`src/rtl/pixel_compositor.sv`:
```
// pixel_compositor: layers ship/bullet/enemy/background into one registered
// RGB stream and tallies per-frame collisions into a frame report and a
// cumulative score. Frames are delimited by one-cycle frame_start pulses.
module pixel_compositor #(
  parameter int FRAME_CNT_W = 8,
  parameter int SCORE_W     = 16
) (
  input  logic                   clock,
  input  logic                   reset,
  input  logic                   blank,
  input  logic                   frame_start,
  input  logic [23:0]            bg_color,
  input  logic [24:0]            ship_color,
  input  logic [24:0]            bullet_color,
  input  logic [24:0]            enemy_color,
  output logic [23:0]            rgb,
  output logic                   report_valid,
  output logic [FRAME_CNT_W-1:0] frame_hits,
  output logic                   ship_hit,
  output logic [SCORE_W-1:0]     score,
  output logic [1:0]             o_state
);

  typedef enum logic [1:0] {
    WAIT_FRAME = 2'd0,
    ACTIVE     = 2'd1,
    REPORT     = 2'd2
  } state_t;

  state_t                 r_state;
  state_t                 w_next_state;
  logic                   w_counting;
  logic                   w_boundary;
  logic                   w_report;

  logic [23:0]            r_rgb;
  logic [23:0]            w_comp;
  logic [FRAME_CNT_W-1:0] r_acc_hits;
  logic                   r_acc_ship;
  logic [FRAME_CNT_W-1:0] r_frame_hits;
  logic                   r_ship_hit;
  logic [SCORE_W-1:0]     r_score;

  logic                   w_bullet_px;
  logic                   w_ship_px;
  logic [FRAME_CNT_W-1:0] w_hits_sum;
  logic                   w_ship_sum;

  // Collision pixels only count inside the visible area.
  assign w_bullet_px = bullet_color[0] & enemy_color[0] & ~blank;
  assign w_ship_px   = ship_color[0]   & enemy_color[0] & ~blank;

  // Accumulator value including this cycle, saturating at all-ones.
  assign w_hits_sum = (w_bullet_px && (r_acc_hits != '1))
                      ? r_acc_hits + FRAME_CNT_W'(1) : r_acc_hits;
  assign w_ship_sum = r_acc_ship | w_ship_px;

  // State register.
  always_ff @(posedge clock) begin
    if (reset) r_state <= WAIT_FRAME;
    else       r_state <= w_next_state;
  end

  // Next-state and control decode. A frame_start in REPORT opens a new
  // frame immediately, so REPORT repeats for the one-cycle frame that ended.
  always_comb begin
    w_next_state = r_state;
    w_counting   = 1'b0;
    w_boundary   = 1'b0;
    w_report     = 1'b0;
    case (r_state)
      WAIT_FRAME: begin
        if (frame_start) w_next_state = ACTIVE;
      end
      ACTIVE: begin
        w_counting = 1'b1;
        if (frame_start) begin
          w_boundary   = 1'b1;
          w_next_state = REPORT;
        end
      end
      REPORT: begin
        w_counting   = 1'b1;
        w_report     = 1'b1;
        w_next_state = ACTIVE;
        if (frame_start) begin
          w_boundary   = 1'b1;
          w_next_state = REPORT;
        end
      end
      default: w_next_state = WAIT_FRAME;
    endcase
  end

  // Layer priority: ship over bullet over enemy over background.
  always_comb begin
    w_comp = bg_color;
    if (ship_color[0])        w_comp = ship_color[24:1];
    else if (bullet_color[0]) w_comp = bullet_color[24:1];
    else if (enemy_color[0])  w_comp = enemy_color[24:1];
  end

  // Registered pixel output; black while idle or blanked.
  always_ff @(posedge clock) begin
    if (reset)                              r_rgb <= '0;
    else if (r_state == WAIT_FRAME || blank) r_rgb <= '0;
    else                                    r_rgb <= w_comp;
  end

  // Frame accumulators and the latched report. The boundary cycle's own hit
  // goes into the report; the next frame starts from zero.
  always_ff @(posedge clock) begin
    if (reset) begin
      r_acc_hits   <= '0;
      r_acc_ship   <= 1'b0;
      r_frame_hits <= '0;
      r_ship_hit   <= 1'b0;
    end else if (w_boundary) begin
      r_frame_hits <= w_hits_sum;
      r_ship_hit   <= w_ship_sum;
      r_acc_hits   <= '0;
      r_acc_ship   <= 1'b0;
    end else if (w_counting) begin
      r_acc_hits   <= w_hits_sum;
      r_acc_ship   <= w_ship_sum;
    end else begin
      r_acc_hits   <= '0;
      r_acc_ship   <= 1'b0;
    end
  end

  // Score counts reported frames with at least one bullet hit, saturating.
  always_ff @(posedge clock) begin
    if (reset) r_score <= '0;
    else if (w_report && (r_frame_hits != '0) && (r_score != '1))
      r_score <= r_score + SCORE_W'(1);
  end

  assign rgb          = r_rgb;
  assign report_valid = w_report;
  assign frame_hits   = r_frame_hits;
  assign ship_hit     = r_ship_hit;
  assign score        = r_score;
  assign o_state      = r_state;

endmodule

```
`config.mk`:
```
export PLATFORM = sky130hd
export DESIGN_NAME = pixel_compositor
export DESIGN_NICKNAME = d
export VERILOG_FILES = /design/src/rtl/pixel_compositor.sv
export SDC_FILE = /design/constraint.sdc
export NUM_CORES = 1
export LEC_CHECK = 0
export BUFFER_PORTS_ARGS = -buffer_cell sky130_fd_sc_hd__buf_2
export CAP_MARGIN = 25
export CORE_UTILIZATION = 50
export DETAILED_ROUTE_END_ITERATION = 7
export PLACE_DENSITY = 0.85
export SLEW_MARGIN = 20
export SYNTH_ARGS = -nofsm -noshare
export SYNTH_HDL_FRONTEND = slang
export SYNTH_SLANG_ARGS = --single-unit
```
`constraint.sdc`:
```
create_clock -name clock -period 3.8 [get_ports clock]
set_input_delay 0.76 -clock clock [delete_from_list [all_inputs] [get_ports clock]]
set_output_delay 0.76 -clock clock [all_outputs]
set_load 0.03 [all_outputs]
```
==> metrics.md, run 1 <==
| Metric | Value |
|---|---|
| Final period util | `0.602` |
| # hold bufs at CTS | `0` |
| DIE WIDTH | `82.6 um` |
| Worst endpoint required time | `4.01 ns` |
| Clk pin slew, worst setup/hold paths | `about 0.070 ns` |
| Hold WS | `approximately 0.46 ns` |
| HP Start | `r_acc_ship` |
| CTS tree | `done` |
| Tmin final | `2.29 ns` |
| Rel. slew slack | `0.450` |
| Post-place instance area | `0.00402 sq mm` |
| Syn Area/Cell | `approximately 8.5 sq um` |
| Post_cts resized | `0` |
| Status | `finished clean` |
| Fillers | `530` |
| GRT Util Overall | `0.265` |
| Max Fclk | `437 MHz` |
| Max FO, Critical Path | `16` |
| Die Ht | `between 80 and 90 um` |
| Commonest non-fill, non-tap cell in the layout | `buf_2` |
| DR iter-0 viols | `around 250` |
| CTS buffer count | `9` |
| Routed wire per std cell | `14.5 um` |
| Total Wirelength | `8.73 mm` |
| Worst setup startpoint | `score[0]` |
| Root Buffer | `clkbuf_8` |
| Yosys warns | `0` |
| Gate Count Post-Synth | `380` |
| Total number of vias | `between 3000 and 4000` |
| Setup TNS | `0 ns` |
| Initial antenna violation count | `2` |
| Worst Tran Pin Value | `0.826 ns` |
| CP Launch Type | `flip-flop` |
| Non-filler cells, final | `604` |
| Ports | `155` |
| Mapped Nets | `490` |
| Die ar. | `slightly below 0.007 sq mm` |
| Hold path cells | `2` |
| Cells after DPL | `587` |
| Post CTS Setup Buffer Count | `0` |
| Vias in the first global route | `3058` |
| Routability Congestion | `0.848` |
| Reg2reg path depth | `5` |
| Pwr Density | `344 mW/mm^2` |
| Core area | `0.00610 sq mm` |
| Util after Layout | `0.690` |
| # H-tree levels | `3` |
| Post-DP HPWL | `6.63 mm` |
| Unique cell type count in the Yosys netlist | `52` |
| Rows | `28` |
| Register area share after synthesis | `0.370` |
| DRT antenna net count | `0` |
| Worst Hold Class | `flip-flop to flip-flop` |
| Worst r2r src | `score[0]` |
| Max Cap Viol | `0` |
| Final hold violation count | `0` |
| Static Leak | `around 2.0 nW` |
| Most frequent cells in the layout | `buf_2, dfxtp_1, nor2_1` |
| Drt drc | `0` |
| Netlist Area Pre-Place | `0.00325 sq mm` |
| Max Clock Skew | `0.00925 ns` |
| DRT Pass-1 Iters | `4` |
| Maximum VDD drop | `195 uV` |
| Global-route wire length before repair | `13.5 mm` |
| Kind of critical path | `flip-flop to flip-flop` |
| #FFs+latches synth | `60` |
| Post-layout net count | `around 630` |
| CP endpoint kind | `flip-flop` |
| Vias per inst | `5.47` |
| Layout cells sized above 1 | `0.347` |
| Final setup violation count | `0` |
| Grt ovf | `0` |
| Starting Density | `0.532` |
| Largest net degree at the start of global routing | `50` |
| Reg-to-reg endpoint | `score[5]` |
| R2R setup slack | `1.51 ns` |
| Max clock buf depth | `2` |
| Final Max Tran Viols | `0` |
| CP arrival | `2.50 ns` |
| RSZ-0062 raised after global routing | `false` |
| Clock latency on the worst-skew pair | `0.33 ns` |
| Fin area | `0.00421 sq mm` |
| Clk sinks | `60` |
| PortBufs | `154` |
| Area delta synth->final | `29.6%` |
| Hold endpoint | `r_acc_ship` |
-- Yosys cell counts (all sizes together) --
| master | count | share of area |
|---|---|---|
| dfxtp | 60 | 0.37 |
| nor2 | 53 | 0.061 |
| mux2i | 51 | 0.16 |
| nand2 | 38 | 0.044 |
| o21ai | 27 | 0.043 |
| a21oi | 16 | 0.026 |
| clkbuf | 15 | 0.017 |
| nand3 | 12 | 0.020 |
| nor2b | 10 | 0.019 |
| buf | 9 | 0.017 |
| mux2 | 9 | 0.031 |
| a211oi | 8 | 0.019 |
| ha | 7 | 0.027 |
| inv | 7 | 0.0081 |
| or4 | 7 | 0.017 |
| nand4 | 6 | 0.012 |
| and3 | 4 | 0.0077 |
| o31ai | 4 | 0.0093 |
| o41ai | 4 | 0.011 |
| and2 | 3 | 0.0058 |
| nor4 | 3 | 0.010 |
| a2111oi | 2 | 0.0058 |
| a31oi | 2 | 0.0039 |
| and4 | 2 | 0.0054 |
| nand2b | 2 | 0.0039 |
| or3 | 2 | 0.0039 |
| or4b | 2 | 0.0062 |
| a21o | 1 | 0.0023 |
| a311oi | 1 | 0.0027 |
| a31o | 1 | 0.0027 |
| and3b | 1 | 0.0027 |
| nand3b | 1 | 0.0023 |
| nor3 | 1 | 0.0015 |
| nor3b | 1 | 0.0023 |
| o2111ai | 1 | 0.0046 |
| o211a | 1 | 0.0031 |
| o211ai | 1 | 0.0023 |
| o21bai | 1 | 0.0023 |
| o31a | 1 | 0.0027 |
| or2 | 1 | 0.0019 |
| or3b | 1 | 0.0027 |
| xnor2 | 1 | 0.0027 |
-- layout make-up --
class,instances,area [sq um],share of cell area
diodes,2,5.00,0.00119
clock buffers,14,183,0.0434
clock inverters,1,5.00,0.00119
inverters,7,26.3,0.00624
multi-input cells,289,1910,0.453
flip-flops and latches,60,1200,0.285
well taps,75,93.8,0.0223
repair buffers,156,786,0.187
-- how the worst max path moves through the flow --
stage | to | slack (ns) | cells after the start
floorplan | score[12] | 1.75 | 4
global placement | frame_hits[5] | 1.37 | 6
detailed placement | frame_hits[5] | 1.31 | 6
CTS | score[5] | 1.52 | 5
global route | score[6] | 1.30 | 5
finish | score[5] | 1.51 | 5
-- worst max-delay path, stage by stage, from the launching register on --
cell and delay, ns:
dfxtp_1 0.42, ha_1 0.23, nand3_2 0.20, nor4_4 0.75, a2111oi_1 0.22, mux2_1 0.34
-- where the power goes --
part / total, mW / switching, mW / internal [mW]
Sequential: 0.656 / 0.00987 / 0.646
Clock: 0.544 / 0.240 / 0.304
Combinational: 0.247 / 0.141 / 0.105
-- state kept, by name, indices dropped and copies added (netlist names) --
name,count
frame_hits,8
r_acc_ship,1
o_state,2
r_acc_hits,8
rgb,24
score,16
ship_hit,1
-- metrics by stage --
step           worst slack [ns]  power (mW)
4_1_cts                    1.52        1.46
3_5_place_dp               1.31       0.917
6_report                   1.51        1.45
3_3_place_gp               1.37       0.908
5_1_grt                    1.30        1.51
2_1_floorplan              1.75       0.823
-- cells by family (layout without fill, tap and decap cells) --
kind of cell,after synthesis,after routing,share of synthesized area
other,0,2,0
adders and majority gates,7,7,0.0270
xor gates and xnor gates,1,1,0.00270
buffers and inverters,31,178,0.0420
DFF,60,60,0.370
and+or+nand+nor,150,150,0.230
AOI/OAI and AO/OA,71,71,0.140
muxes,60,60,0.189
-- routing by layer --
| metal | share of wire | track usage | vias up |
|---|---|---|---|
| li1 | - | - | 1644 |
| met1 | 0.39 | 0.284 | 1519 |
| met2 | 0.51 | 0.465 | 115 |
| met3 | 0.061 | 0.0714 | 26 |
| met4 | 0.039 | 0.157 | 0 |
| met5 | 0 | 0 | - |
Power figures use the tool's default switching activity.
==> run 2: changes to the inputs <==
ABC_AREA = 1   (was default)
CORE_UTILIZATION = 42   (was 50)
PLACE_DENSITY = 0.76   (was 0.85)
clock period = 1.96 ns   (was 3.8 ns; I/O delays follow)
==> run 2 against run 1 <==
  * Final area increased by 2.1%
  * Via count increased by 14%
  * Total power increased by 140%
  * Sequential share of layout area decreased by 0.60 points
  * Clock-buffer cell count decreased by 4
  * Sequential power increased by 110%
  * Clock skew increased by 0.0045 ns
==> metrics.md, run 2 <==
| Metric | Value |
|---|---|
| Register area | `0.00120 sq mm` |
| Commonest non-fill, non-tap cell in the layout | `buf_2` |
| Worst path slowest cell | `dfxtp_1` |
| Grt ovf | `0` |
| Total number of vias | `3781` |
| Vias in the first global route | `3596` |
| Top FF cell, synth | `dfxtp_1` |
| Largest net degree at the start of global routing | `49` |
| Register area share after synthesis | `0.367` |
| Syn Area/Cell | `6.54 sq um` |
| Synth cell count leaders | `nand2_1, dfxtp_1, o21ai_0` |
| Unique cell type count in the Yosys netlist | `28` |
| Total Wirelength | `9.43 mm` |
| CP Launch Type | `flip-flop` |
| Max Clock Skew | `0.0137 ns` |
| Max FO, Critical Path | `13` |
| Post CTS Setup Buffer Count | `0` |
| # H-tree levels | `3` |
| Top cells by area, synth | `dfxtp_1, nand2_1, o21ai_0` |
| #FFs+latches synth | `60` |
| Rows | `31` |
| Cell mode on critical path | `nand2_2` |
| Tmin final | `between 1.5 and 2 ns` |
| Fillers | `705` |
| Clk pin slew, worst setup/hold paths | `0.07 ns` |
| Post-Synth Simple-Gate Area | `0.328` |
| EDFF count, synth | `0` |
| Hold WS | `0.318 ns` |
| Crit-path max cell delay | `0.44 ns` |
| Worst endpoint required time | `2.23 ns` |
| Util after Layout | `0.580` |
| XOR/XNOR share of the synthesized area | `0.0214` |
| Compound-Gate Fraction of Synth Area | `0.179` |
| Kind of critical path | `flip-flop to flip-flop` |
| Die ar. | `approximately 0.0081 sq mm` |
| Adder-cell share of the synthesized area | `0.0268` |
| Worst Hold Class | `primary input to flip-flop` |
| CTS buffer count | `9` |
| Rel. slew slack | `0.718` |
| Setup TNS | `0 ns` |
| Cells along the critical path | `ha_1 -> nand3_1 -> nor2_2 -> nand2_2 -> nand2_2 -> nand2_1 -> a21oi_2` |
| CP arrival | `1.99 ns` |
| Yosys warns | `0` |
| Max Fclk | `about 600 MHz` |
| Vias per inst | `about 5.0` |
| Drt drc | `0` |
| DRT antenna net count | `0` |
| Post-DP HPWL | `a little over 7 mm` |
| Area delta synth->final | `31.4%` |
| Mux contribution to synthesized area | `0` |
| Final Max Tran Viols | `0` |
| Pwr Density | `792 mW/mm^2` |
| Final setup violation count | `0` |
| Worst Tran Pin Value | `between 0.4 and 0.5 ns` |
| GRT Util Overall | `0.242` |
| Cells after DPL | `738` |
| Initial antenna violation count | `1` |
| CTS tree | `done` |
| Layout cells sized above 1 | `0.317` |
| Global-route wire length before repair | `15.9 mm` |
| Netlist Area Pre-Place | `about 0.0033 sq mm` |
| Top-count cell post-synth | `nand2_1` |
| Gate Count Post-Synth | `500` |
| DIE WIDTH | `90.3 um` |
| Synth area leader | `dfxtp_1` |
| Footprint of the multi-input gates | `0.00182 sq mm` |
| Root Buffer | `clkbuf_8` |
| Ys async rst share | `0` |
| Max clock buf depth | `2` |
| Routability Congestion | `0.942` |
| PortBufs | `154` |
| Non-filler cells, final | `754` |
| Final period util | `0.875` |
| Status | `finished clean` |
| Synth top area share | `0.367` |
| Clk sinks | `60` |
| DR iter-0 viols | `171` |
| Static Leak | `approximately 2.1 nW` |
| Post-layout net count | `760` |
| Core area | `0.00741 sq mm` |
| Max FFs per register | `24` |
| CP endpoint kind | `flip-flop` |
| DRT Pass-1 Iters | `5` |
| Most frequent cells in the layout | `buf_2, nand2_1, dfxtp_1` |
| Clock latency on the worst-skew pair | `0.34 ns` |
| Mapped Nets | `610` |
| Die Ht | `90.3 um` |
| Ports | `~160` |
| Max Cap Viol | `0` |
| # hold bufs at CTS | `0` |
| RSZ-0062 raised after global routing | `false` |
| Starting Density | `0.442` |
| Largest family of logic cells by synthesized area | `simple AND/OR/NAND/NOR gates` |
| Maximum VDD drop | `372 uV` |
| Routed wire per std cell | `12.5 um` |
| Final hold violation count | `0` |
[run 2: cell count changes after synthesis, sizes merged, moves of 9 or more]
cell and change:
mux2i -51, nor2b -10, nand3 +35, inv +33, nand2 +111, a21oi +29, mux2 -9, o21ai +30
[run 2: power breakdown]
part | internal (mW) | switching (mW)
combinational | 0.338 | 0.683
clock | 0.479 | 0.493
sequential | 1.33 | 0.0783
total | 2.15 | 1.25
[run 2: timing repair]
action	4_1_cts	5_1_grt
endpoints found under the hold margin	0	0
setup endpoints to repair	0	4
resized for setup	0	1
[run 2: final timing paths]
check / slack, ns / cells past startpoint / from / end
min: 0.32 / 3 / ship_color[7] / rgb[6]
min reg2reg: 0.48 / 2 / r_acc_ship / r_acc_ship
max: 0.24 / 7 / score[0] / score[4]
max reg2reg: 0.24 / 7 / score[0] / score[4]
[run 2: cell type report]
cell class / instances / share of cell area
flip-flops and latches: 60 / 0.279
clock buffers: 10 / 0.0320
clock inverters: 5 / 0.00670
repair buffers: 162 / 0.193
multi-input cells: 376 / 0.422
diodes: 1 / 0.000582
well taps: 99 / 0.0288
inverters: 41 / 0.0367
[run 2: worst max-delay path, delay by kind of cell, from the launching register on]
kind	cells	cell delay (ns)
AO/OA/AOI/OAI	1	0.15
adder cells (fa/ha/maj)	1	0.27
flip-flops	1	0.44
AND/OR/NAND/NOR	5	0.80
[run 2: cells by family after synthesis]
family | Yosys count
and+or+nand+nor | 254
AOI/OAI and AO/OA | 107
buffers and inverters | 64
DFF | 60
xor gates and xnor gates | 8
adders and majority gates | 7
[run 2: per-layer routing]
layer  up-vias  track usage  wire (um)
li1       1921            -          -
met1      1678        0.275       3860
met2       164        0.428       4650
met3        18       0.0581        682
met4         0        0.108        235
met5         -            0          0
[run 2: metrics by stage]
stage                     area (sq um)  total power, mW  worst slack (ns)
final                             4300             3.41             0.244
after global routing              4300             3.61            0.0601
after CTS                         4290             3.43             0.203
after detailed placement          4130             2.45             0.224
after global placement            4130             2.43             0.306
after floorplan                   3270             2.12             0.167
==> run 3: changes to the inputs <==
ABC_AREA = default   (was 1)
PLACE_DENSITY = 0.77   (was 0.76)
==> run 3 against run 2 <==
  * First-iteration DRC count shrank 58%
  * Total power shrank 10%
  * Final area up 2.4%
  * Clock power up 33%
  * Setup slack worse by 0.12 ns
  * Global-route usage shrank 2.8 points
  * Routed wire length down 8.9%
  * Register-to-register slack lost 0.12 ns
  * Flip-flop and latch count unchanged
  * Maximum frequency decreased by 6.6%
  * Clock skew down 0.0050 ns
  * Largest cell class unchanged
  * Highest routed layer unchanged
==> metrics.md, run 3 (same netlist as run 1, synthesis figures left out) <==
| Metric | Value |
|---|---|
| Post CTS Setup Buffer Count | `0` |
| DRT Pass-1 Iters | `4` |
| Max FFs per register | `24` |
| Ports | `155` |
| Total number of vias | `between 3000 and 4000` |
| Starting Density | `0.440` |
| Die ar. | `0.00808 sq mm` |
| Reg-to-reg endpoint | `score[5]` |
| PortBufs | `between 150 and 200` |
| Largest net degree at the start of global routing | `49` |
| Post-layout net count | `642` |
| Static Leak | `2.12 nW` |
| Kind of critical path | `flip-flop to flip-flop` |
| Hold path cells | `3` |
| Die Ht | `89.9 um` |
| Post_cts resized | `0` |
| Register area | `~0.0012 sq mm` |
| Total Wirelength | `8.59 mm` |
| Clk sinks | `60` |
| Worst r2r src | `score[7]` |
| # hold bufs at CTS | `0` |
| Fillers | `slightly below 700` |
| Root Buffer | `clkbuf_8` |
| Cells after DPL | `620` |
| Worst endpoint required time | `2.17 ns` |
| Commonest non-fill, non-tap cell in the layout | `buf_2` |
| Final hold violation count | `0` |
| CTS buffer count | `9` |
| Drt drc | `0` |
| Status | `finished clean` |
| Footprint of the multi-input gates | `0.00193 sq mm` |
| Max Fclk | `545 MHz` |
| DIE WIDTH | `89.9 um` |
| Vias in the first global route | `3086` |
| Post-DP HPWL | `6.64 mm` |
| Area delta synth->final | `35.5%` |
| RSZ-0062 raised after global routing | `false` |
| Final setup margin | `0.124 ns` |
| Most frequent cells in the layout | `buf_2, dfxtp_1, nor2_1` |
| Final Max Tran Viols | `0` |
| Max Cap Viol | `0` |
| Worst slack, placed | `about 0.096 ns` |
| Global-route wire length before repair | `roughly 14 mm` |
| Max clock buf depth | `2` |
| CP arrival | `2.05 ns` |
| HP Start | `ship_color[7]` |
| Maximum VDD drop | `350 uV` |
| CP endpoint kind | `flip-flop` |
| R2R setup slack | `between 0.1 and 0.15 ns` |
| Reg2reg path depth | `4` |
| CP Launch Type | `flip-flop` |
| Layout cells sized above 1 | `0.369` |
| DRT antenna net count | `0` |
| Grt ovf | `0` |
| Initial antenna violation count | `0` |
| Non-filler cells, final | `636` |
| Ant. Diodes | `0` |
| Routed wire per std cell | `13.5 um` |
| Core area | `0.00737 sq mm` |
| Clock latency on the worst-skew pair | `~0.33 ns` |
| Max FO, Critical Path | `7` |
| Hold endpoint | `rgb[6]` |
| Total power | `~3 mW` |
| Rel. slew slack | `0.722` |
| Util after Layout | `0.597` |
| Worst Tran Pin Value | `approximately 0.42 ns` |
| Vias per inst | `5.14` |
| DR iter-0 viols | `71` |
| Worst Hold Class | `primary input to flip-flop` |
| Pwr Density | `694 mW/mm^2` |
| Routability Congestion | `0.865` |
| Tmin final | `1.84 ns` |
| Clk pin slew, worst setup/hold paths | `0.07 ns` |
| # H-tree levels | `3` |
| CTS tree | `done` |
| Rows | `31` |
| Final setup violation count | `0` |
| Max Clock Skew | `between 0.008 and 0.009 ns` |
| Final period util | `0.937` |
| Setup TNS | `0 ns` |
| GRT Util Overall | `0.213` |
-- run 3: how the worst max path moves through the flow --
stage,startpoint,to,depth (start not counted)
detailed placement,o_state[0],frame_hits[7],6
finish,score[7],score[5],4
floorplan,o_state[1],score[12],4
global placement,frame_hits[0],score[5],4
global route,score[5],score[5],4
CTS,o_state[1],frame_hits[7],6
-- run 3: metrics by stage --
stage / cell area (sq um) / hold WS, ns
after CTS: 4380 / 0.284
after detailed placement: 4140 / 0.446
after global routing: 4400 / 0.297
after global placement: 4140 / 0.443
final: 4400 / 0.300
after floorplan: 3250 / 0.425
-- run 3: critical path: stages (launching register included) --
cell       delay [ns]
dfxtp_1          0.35
and4_1           0.27
and2_0           0.31
a2111oi_1        0.44
mux2_1           0.35
-- run 3: area by class of cell --
type | count | area share
Tap cell | 99 | 0.0282
Multi-Input combinational cell | 289 | 0.439
Inverter | 7 | 0.00597
Clock inverter | 4 | 0.0159
Timing Repair Buffer | 165 | 0.200
Sequential cell | 60 | 0.274
Clock buffer | 12 | 0.0375
-- run 3: per-layer routing --
metal	vias to the layer above	share of wire	global-route usage
met5	-	0	0
met2	119	0.50	0.379
met3	11	0.052	0.0440
li1	1658	-	-
met1	1482	0.43	0.251
met4	0	0.013	0.0847
-- run 3: power by group --
group	leakage (nW)	total [mW]	switching [mW]	internal [mW]
Sequential	0.486	1.27	0.0186	1.25
Combinational	1.51	0.496	0.283	0.213
Clock	0.122	1.29	0.469	0.816
